## src/rtl/flags_ctrl_if.sv

```systemverilog
// Bundle of request, flag and status signals between the pipeline and flags_ctrl.
// The master side is the pipeline or bench; the slave side is the flag controller.
interface flags_ctrl_if;
  logic       alu_req;
  logic [2:0] alu_flags;
  logic       mdu_req;
  logic [2:0] mdu_flags;
  logic       push;
  logic       pop;
  logic [2:0] cond;
  logic       alu_gnt;
  logic       mdu_gnt;
  logic       stall;
  logic       zf;
  logic       sf;
  logic       of;
  logic       cond_true;
  logic       stack_full;
  logic       stack_empty;
  logic       stack_err;

  modport master (
    output alu_req, alu_flags, mdu_req, mdu_flags, push, pop, cond,
    input  alu_gnt, mdu_gnt, stall, zf, sf, of, cond_true,
           stack_full, stack_empty, stack_err
  );

  modport slave (
    input  alu_req, alu_flags, mdu_req, mdu_flags, push, pop, cond,
    output alu_gnt, mdu_gnt, stall, zf, sf, of, cond_true,
           stack_full, stack_empty, stack_err
  );
endinterface

```

## src/rtl/flags_ctrl.sv

```systemverilog
// Status flag register with ALU/MDU write arbitration, an interrupt shadow stack
// and branch condition evaluation on the registered flags.
module flags_ctrl #(
  parameter int DEPTH = 4
) (
  input  logic         clk,
  input  logic         rst_n,
  flags_ctrl_if.slave  bus
);

  localparam int CW = $clog2(DEPTH + 1);
  localparam int AW = (DEPTH > 1) ? $clog2(DEPTH) : 1;

  typedef enum logic {PRI_MDU, PRI_ALU} arb_state_t;

  arb_state_t    arb_q, arb_next;
  logic [2:0]    flags_q;
  logic [CW-1:0] count;
  logic          stack_err_q;
  logic [2:0]    stack_mem [DEPTH];

  logic          alu_gnt_c, mdu_gnt_c;
  logic          push_only, pop_only;
  logic          full, empty;
  logic [AW-1:0] push_idx, pop_idx;
  logic          lt;
  logic          cond_c;

  assign push_only = bus.push & ~bus.pop;
  assign pop_only  = bus.pop & ~bus.push;
  assign full      = (count == CW'(DEPTH));
  assign empty     = (count == '0);
  assign push_idx  = count[AW-1:0];
  assign pop_idx   = AW'(count - CW'(1));

  // Any pop blocks both writers; grants are also suppressed while in reset.
  always_comb begin
    alu_gnt_c = 1'b0;
    mdu_gnt_c = 1'b0;
    arb_next  = arb_q;
    if (rst_n && !bus.pop) begin
      if (bus.alu_req && bus.mdu_req) begin
        if (arb_q == PRI_MDU) mdu_gnt_c = 1'b1;
        else                  alu_gnt_c = 1'b1;
      end else begin
        alu_gnt_c = bus.alu_req;
        mdu_gnt_c = bus.mdu_req;
      end
    end
    if (mdu_gnt_c)      arb_next = PRI_ALU;
    else if (alu_gnt_c) arb_next = PRI_MDU;
  end

  always_ff @(posedge clk or negedge rst_n) begin
    if (!rst_n) begin
      arb_q       <= PRI_MDU;
      flags_q     <= '0;
      count       <= '0;
      stack_err_q <= 1'b0;
    end else begin
      arb_q       <= arb_next;
      stack_err_q <= (push_only && full) || (pop_only && empty);
      if (pop_only && !empty) begin
        flags_q <= stack_mem[pop_idx];
        count   <= count - CW'(1);
      end else begin
        if (alu_gnt_c)      flags_q <= bus.alu_flags;
        else if (mdu_gnt_c) flags_q <= bus.mdu_flags;
        if (push_only && !full) count <= count + CW'(1);
      end
    end
  end

  // Saved entries are the flags as they stood before this cycle's write.
  always_ff @(posedge clk) begin
    if (push_only && !full) stack_mem[push_idx] <= flags_q;
  end

  assign lt = flags_q[1] ^ flags_q[2];

  always_comb begin
    cond_c = 1'b0;
    case (bus.cond)
      3'b000: cond_c = 1'b1;
      3'b001: cond_c = flags_q[0];
      3'b010: cond_c = ~flags_q[0];
      3'b011: cond_c = lt;
      3'b100: cond_c = ~lt;
      3'b101: cond_c = ~flags_q[0] & ~lt;
      3'b110: cond_c = flags_q[0] | lt;
      3'b111: cond_c = flags_q[2];
      default: cond_c = 1'b0;
    endcase
  end

  assign bus.alu_gnt     = alu_gnt_c;
  assign bus.mdu_gnt     = mdu_gnt_c;
  assign bus.stall       = bus.alu_req & ~alu_gnt_c;
  assign bus.of          = flags_q[2];
  assign bus.sf          = flags_q[1];
  assign bus.zf          = flags_q[0];
  assign bus.cond_true   = cond_c;
  assign bus.stack_full  = full;
  assign bus.stack_empty = empty;
  assign bus.stack_err   = stack_err_q;

endmodule

```

## src/flat_wrapper.sv

```systemverilog
// flat-port wrapper written by rule: the top's interface ports become plain ports
module flags_ctrl_flat 
#(
  parameter int DEPTH = 4
)
  (clk, rst_n, bus_alu_req, bus_alu_flags, bus_mdu_req, bus_mdu_flags, bus_push, bus_pop, bus_cond, bus_alu_gnt, bus_mdu_gnt, bus_stall, bus_zf, bus_sf, bus_of, bus_cond_true, bus_stack_full, bus_stack_empty, bus_stack_err);
  flags_ctrl_if bus_i ();
  input  logic clk;
  input  logic rst_n;
  input wire logic [$bits(bus_i.alu_req)-1:0] bus_alu_req;
  input wire logic [$bits(bus_i.alu_flags)-1:0] bus_alu_flags;
  input wire logic [$bits(bus_i.mdu_req)-1:0] bus_mdu_req;
  input wire logic [$bits(bus_i.mdu_flags)-1:0] bus_mdu_flags;
  input wire logic [$bits(bus_i.push)-1:0] bus_push;
  input wire logic [$bits(bus_i.pop)-1:0] bus_pop;
  input wire logic [$bits(bus_i.cond)-1:0] bus_cond;
  output wire logic [$bits(bus_i.alu_gnt)-1:0] bus_alu_gnt;
  output wire logic [$bits(bus_i.mdu_gnt)-1:0] bus_mdu_gnt;
  output wire logic [$bits(bus_i.stall)-1:0] bus_stall;
  output wire logic [$bits(bus_i.zf)-1:0] bus_zf;
  output wire logic [$bits(bus_i.sf)-1:0] bus_sf;
  output wire logic [$bits(bus_i.of)-1:0] bus_of;
  output wire logic [$bits(bus_i.cond_true)-1:0] bus_cond_true;
  output wire logic [$bits(bus_i.stack_full)-1:0] bus_stack_full;
  output wire logic [$bits(bus_i.stack_empty)-1:0] bus_stack_empty;
  output wire logic [$bits(bus_i.stack_err)-1:0] bus_stack_err;
  assign bus_i.alu_req = bus_alu_req;
  assign bus_i.alu_flags = bus_alu_flags;
  assign bus_i.mdu_req = bus_mdu_req;
  assign bus_i.mdu_flags = bus_mdu_flags;
  assign bus_i.push = bus_push;
  assign bus_i.pop = bus_pop;
  assign bus_i.cond = bus_cond;
  assign bus_alu_gnt = bus_i.alu_gnt;
  assign bus_mdu_gnt = bus_i.mdu_gnt;
  assign bus_stall = bus_i.stall;
  assign bus_zf = bus_i.zf;
  assign bus_sf = bus_i.sf;
  assign bus_of = bus_i.of;
  assign bus_cond_true = bus_i.cond_true;
  assign bus_stack_full = bus_i.stack_full;
  assign bus_stack_empty = bus_i.stack_empty;
  assign bus_stack_err = bus_i.stack_err;
  flags_ctrl #(.DEPTH(DEPTH)) u_core (.clk(clk), .rst_n(rst_n), .bus(bus_i));
endmodule
```

## config.mk

```make
export PLATFORM = sky130hd
export DESIGN_NAME = flags_ctrl_flat
export DESIGN_NICKNAME = d
export VERILOG_FILES = /design/src/rtl/flags_ctrl_if.sv /design/src/rtl/flags_ctrl.sv /design/src/flat_wrapper.sv
export SDC_FILE = /design/constraint.sdc
export NUM_CORES = 1
export LEC_CHECK = 0
export BUFFER_PORTS_ARGS = -buffer_cell sky130_fd_sc_hd__buf_2
export CAP_MARGIN = 20
export CORE_MARGIN = 3
export CORE_UTILIZATION = 52
export CTS_CLUSTER_DIAMETER = 80
export DETAILED_ROUTE_END_ITERATION = 10
export GPL_TIMING_DRIVEN = 1
export PLACE_DENSITY = 0.82
export SLEW_MARGIN = 10
export SYNTH_ARGS = -nofsm -noshare
export SYNTH_HDL_FRONTEND = slang
export SYNTH_SLANG_ARGS = --single-unit
```

## constraint.sdc

```tcl
create_clock -name clk -period 1.9 [get_ports clk]
set_input_delay 0.57 -clock clk [delete_from_list [all_inputs] [get_ports clk]]
set_output_delay 0.57 -clock clk [all_outputs]
set_load 0.02 [all_outputs]
```

==> out/metrics.csv <==
stage,metric,value,unit
setup_path,Crit path buffers/inverters,1,
global_route,initial antenna violation count,0,
synthesis,area of the mapped netlist,1080,um^2
timing,Slew Limit Headroom,0.573,
floorplanning,core region area,1840,um^2
synthesis,number of synthesis warnings,0,
cts,CTS Hold Buffers Added,0,
power_and_ir_drop,VDD IR-drop max,0.845,mV
power_and_ir_drop,cell internal pwr,1.24,mW
global_route,Overall Global Routing Usage,0.191,
setup_path,Critical Path Fanout Max,3,
synthesis,Synth Register Bits,20,
setup_path,CP cell instances,nand2b_4 -> a2bb2oi_1 -> o32ai_2 -> o22ai_1 -> buf_4,
synthesis,syn_area_per_cell,12.2,um^2
floorplanning,die area,2650,um^2
run_status,status,"finished, violations left",
final_layout,most frequent cells in the layout,"buf_2 (21), buf_4 (15), edfxtp_1 (12)",
timing,Final WS setup,-0.123,ns
detailed_routing,routed vias,854,
timing,fmax,494,MHz
placement,Final GP Congestion,0.787,
synthesis,post-synth cell types,31,
setup_path,required time of the worst setup path,1.33,ns
setup_path,Worst EP arrival,1.45,ns
detailed_routing,wire length per cell,16.0,um
setup_path,crit path kind,reg2out,
final_layout,Final Util,0.752,
setup_path,Worst path top cell family by delay,compound AO/OA/AOI/OAI gates,
power_and_ir_drop,switching part of the total,0.376,
power_and_ir_drop,Leak Pwr,0.624,nW
final_layout,fraction of layout cells with a size suffix above 1,0.437,
detailed_routing,DRC Markers,0,
synthesis,Main synth FF type,edfxtp_1,
timing,"Setup violations, final",1,
detailed_routing,DR vias/cell,5.66,
cts,clk sinks,20,
floorplanning,FP Rows,15,
global_route,vias in the first global route,813,
synthesis,Post-synth EDFFs,12,
floorplanning,Die Span Y,51.5,um
timing,final hold vios,0,
final_layout,nets@finish,148,
cts,"CTS clk-pin slew, worst paths",0.10,ns
power_and_ir_drop,Logic pwr share,0.545,
cts,Worst-Skew Late Latency,0.29,ns
detailed_routing,TritonRoute pass-1 iters,4,
synthesis,synthesized instance count,88,
placement,post-DP HPWL,1.69,mm
detailed_routing,initial drt markers,22,
synthesis,"FFs w/ async S/R, synth",0.400,
timing,measured slew at the worst slew-check pin,0.633,ns
placement,Post-Place Cells,141,
final_layout,Layout Cells excl Fill,151,
final_layout,fin area,1380,um^2
placement,PortBufs,24,
detailed_routing,number of routed nets with antenna violations,0,
floorplanning,Die Wd,51.5,um
final_layout,Antenna diodes,0,
run_status,failing checks,negative setup slack,
cts,CTS tree,done,
timing,RSZ-0062 raised after global routing,yes,
worst_hold_path,Worst Hold Class,in2async,
cts,CTS Root Cell,clkbuf_4,
placement,placed inst area,1260,um^2
timing,fin crit period,2.02,ns
timing,"Slew Viols, Final",0,
power_and_ir_drop,clock power share,0.096,
global_route,total gr overflow,0,
timing,ratio of final minimum period to clock period,1.06,
detailed_routing,drt total wl,2.42,mm
cts,H-tree depth,1,
global_route,first-pass GRT wire length,3.62,mm
setup_path,crit end category,output pin,
global_route,largest net degree at the start of global routing,11,
power_and_ir_drop,Switch Pwr,0.748,mW
setup_path,CP max stage delay,0.42,ns
setup_path,Setup crit start kind,flip-flop,
synthesis,Mapped Nets,108,
final_layout,"commonest non-fill, non-tap cell in the layout",buf_2,
setup_path,CP max stage cell,dfrtp_1,
floorplanning,num ports,25,
final_layout,fillcell total,132,
cts,buffer depth of the longest clock path,2,
timing,clock skew,0.00143,ns
power_and_ir_drop,part of the power in registers,0.359,
final_layout,area delta synth->final,28.5,%
floorplanning,Starting Density,0.586,
power_and_ir_drop,Pwr Density,1440,nW/um^2
cts,CTS buffer count,3,
run,max-cap viol count,0,
synthesis,sequential area share after synthesis,0.520,
==> power groups by stage <==
stage	clock network [mW]	registers (mW)	logic [mW]
2_1_floorplan	0	0.755	0.511
6_report	0.191	0.713	1.08
5_1_grt	0.215	0.726	1.17
3_3_place_gp	0	0.710	0.796
4_1_cts	0.196	0.705	0.929
3_5_place_dp	0	0.719	0.830
==> path summary, 6_finish.rpt <==
kind / from / to / slack [ns] / cells past startpoint
min in group clk: bus_alu_req / u_core.arb_q / 0.51 / 2
setup reg to reg: u_core.count[0] / u_core.flags_q[2] / 0.37 / 5
setup / recovery: u_core.flags_q[0] / bus_cond_true / -0.12 / 5
hold reg to reg: u_core.arb_q / u_core.arb_q / 0.51 / 1
hold / removal: rst_n / u_core.bus.stack_err / 0.18 / 2
max in group asynchronous: rst_n / u_core.flags_q[2] / 1.57 / 2
==> layout make-up <==
class | instances | area (um^2) | area share
sequential | 20 | 563 | 0.407
multi-input combinational | 58 | 508 | 0.367
clock buffer | 3 | 22.5 | 0.0163
inverter | 8 | 30.0 | 0.0217
timing repair buffer | 37 | 229 | 0.165
tap | 25 | 31.3 | 0.0226
==> Yosys cell counts (4+ instances only) <==
| cell | count | area share |
|---|---|---|
| inv_1 | 8 | 0.028 |
| nand2b_1 | 6 | 0.035 |
| and3_1 | 4 | 0.023 |
| ha_1 | 5 | 0.058 |
| edfxtp_1 | 12 | 0.33 |
| a21oi_1 | 4 | 0.019 |
| dfrtp_1 | 8 | 0.19 |
| nand2_1 | 4 | 0.014 |
==> metrics by stage <==
step           hold WS (ns)  TNS, ns  power, mW  setup slack [ns]
6_report              0.184   -0.123       1.99            -0.123
3_3_place_gp          0.495  -0.0612       1.51           -0.0612
5_1_grt               0.168   -0.218       2.11            -0.197
2_1_floorplan         0.274        0       1.27          0.000819
3_5_place_dp          0.501  -0.0964       1.55           -0.0964
4_1_cts               0.178   -0.108       1.83            -0.108
==> logic make-up after synthesis <==
| kind of cell | count (synthesis) | synth area share |
|---|---|---|
| AO/OA/AOI/OAI | 18 | 0.118 |
| XOR/XNOR | 3 | 0.0244 |
| adder cells (fa/ha/maj) | 5 | 0.0581 |
| buffers and inverters | 10 | 0.0430 |
| flip-flops | 20 | 0.520 |
| multiplexers | 6 | 0.0906 |
| AND/OR/NAND/NOR | 26 | 0.145 |
==> registers in the layout (all words and copies together), names as in the netlist <==
register              flops
u_core.arb_q              1
u_core.bus.stack_err      1
u_core.count              3
u_core.flags_q            3
u_core.stack_mem         12
==> layer usage <==
layer	up-vias	global-route usage	part of all wire
li1	401	-	-
met1	427	0.228	0.42
met2	24	0.343	0.53
met3	2	0.0430	0.046
met4	0	0.0524	0.0041
met5	-	0	0
==> what timing repair did <==
item / in CTS / in global routing
endpoints found under the setup margin: 3 / 4
hold endpoints to repair: 0 / 0
gates resized for setup: 9 / 7
buffers inserted: 3 / 4
pin swaps: 2 / 2
No activity file was read; power rests on OpenSTA's default activity.
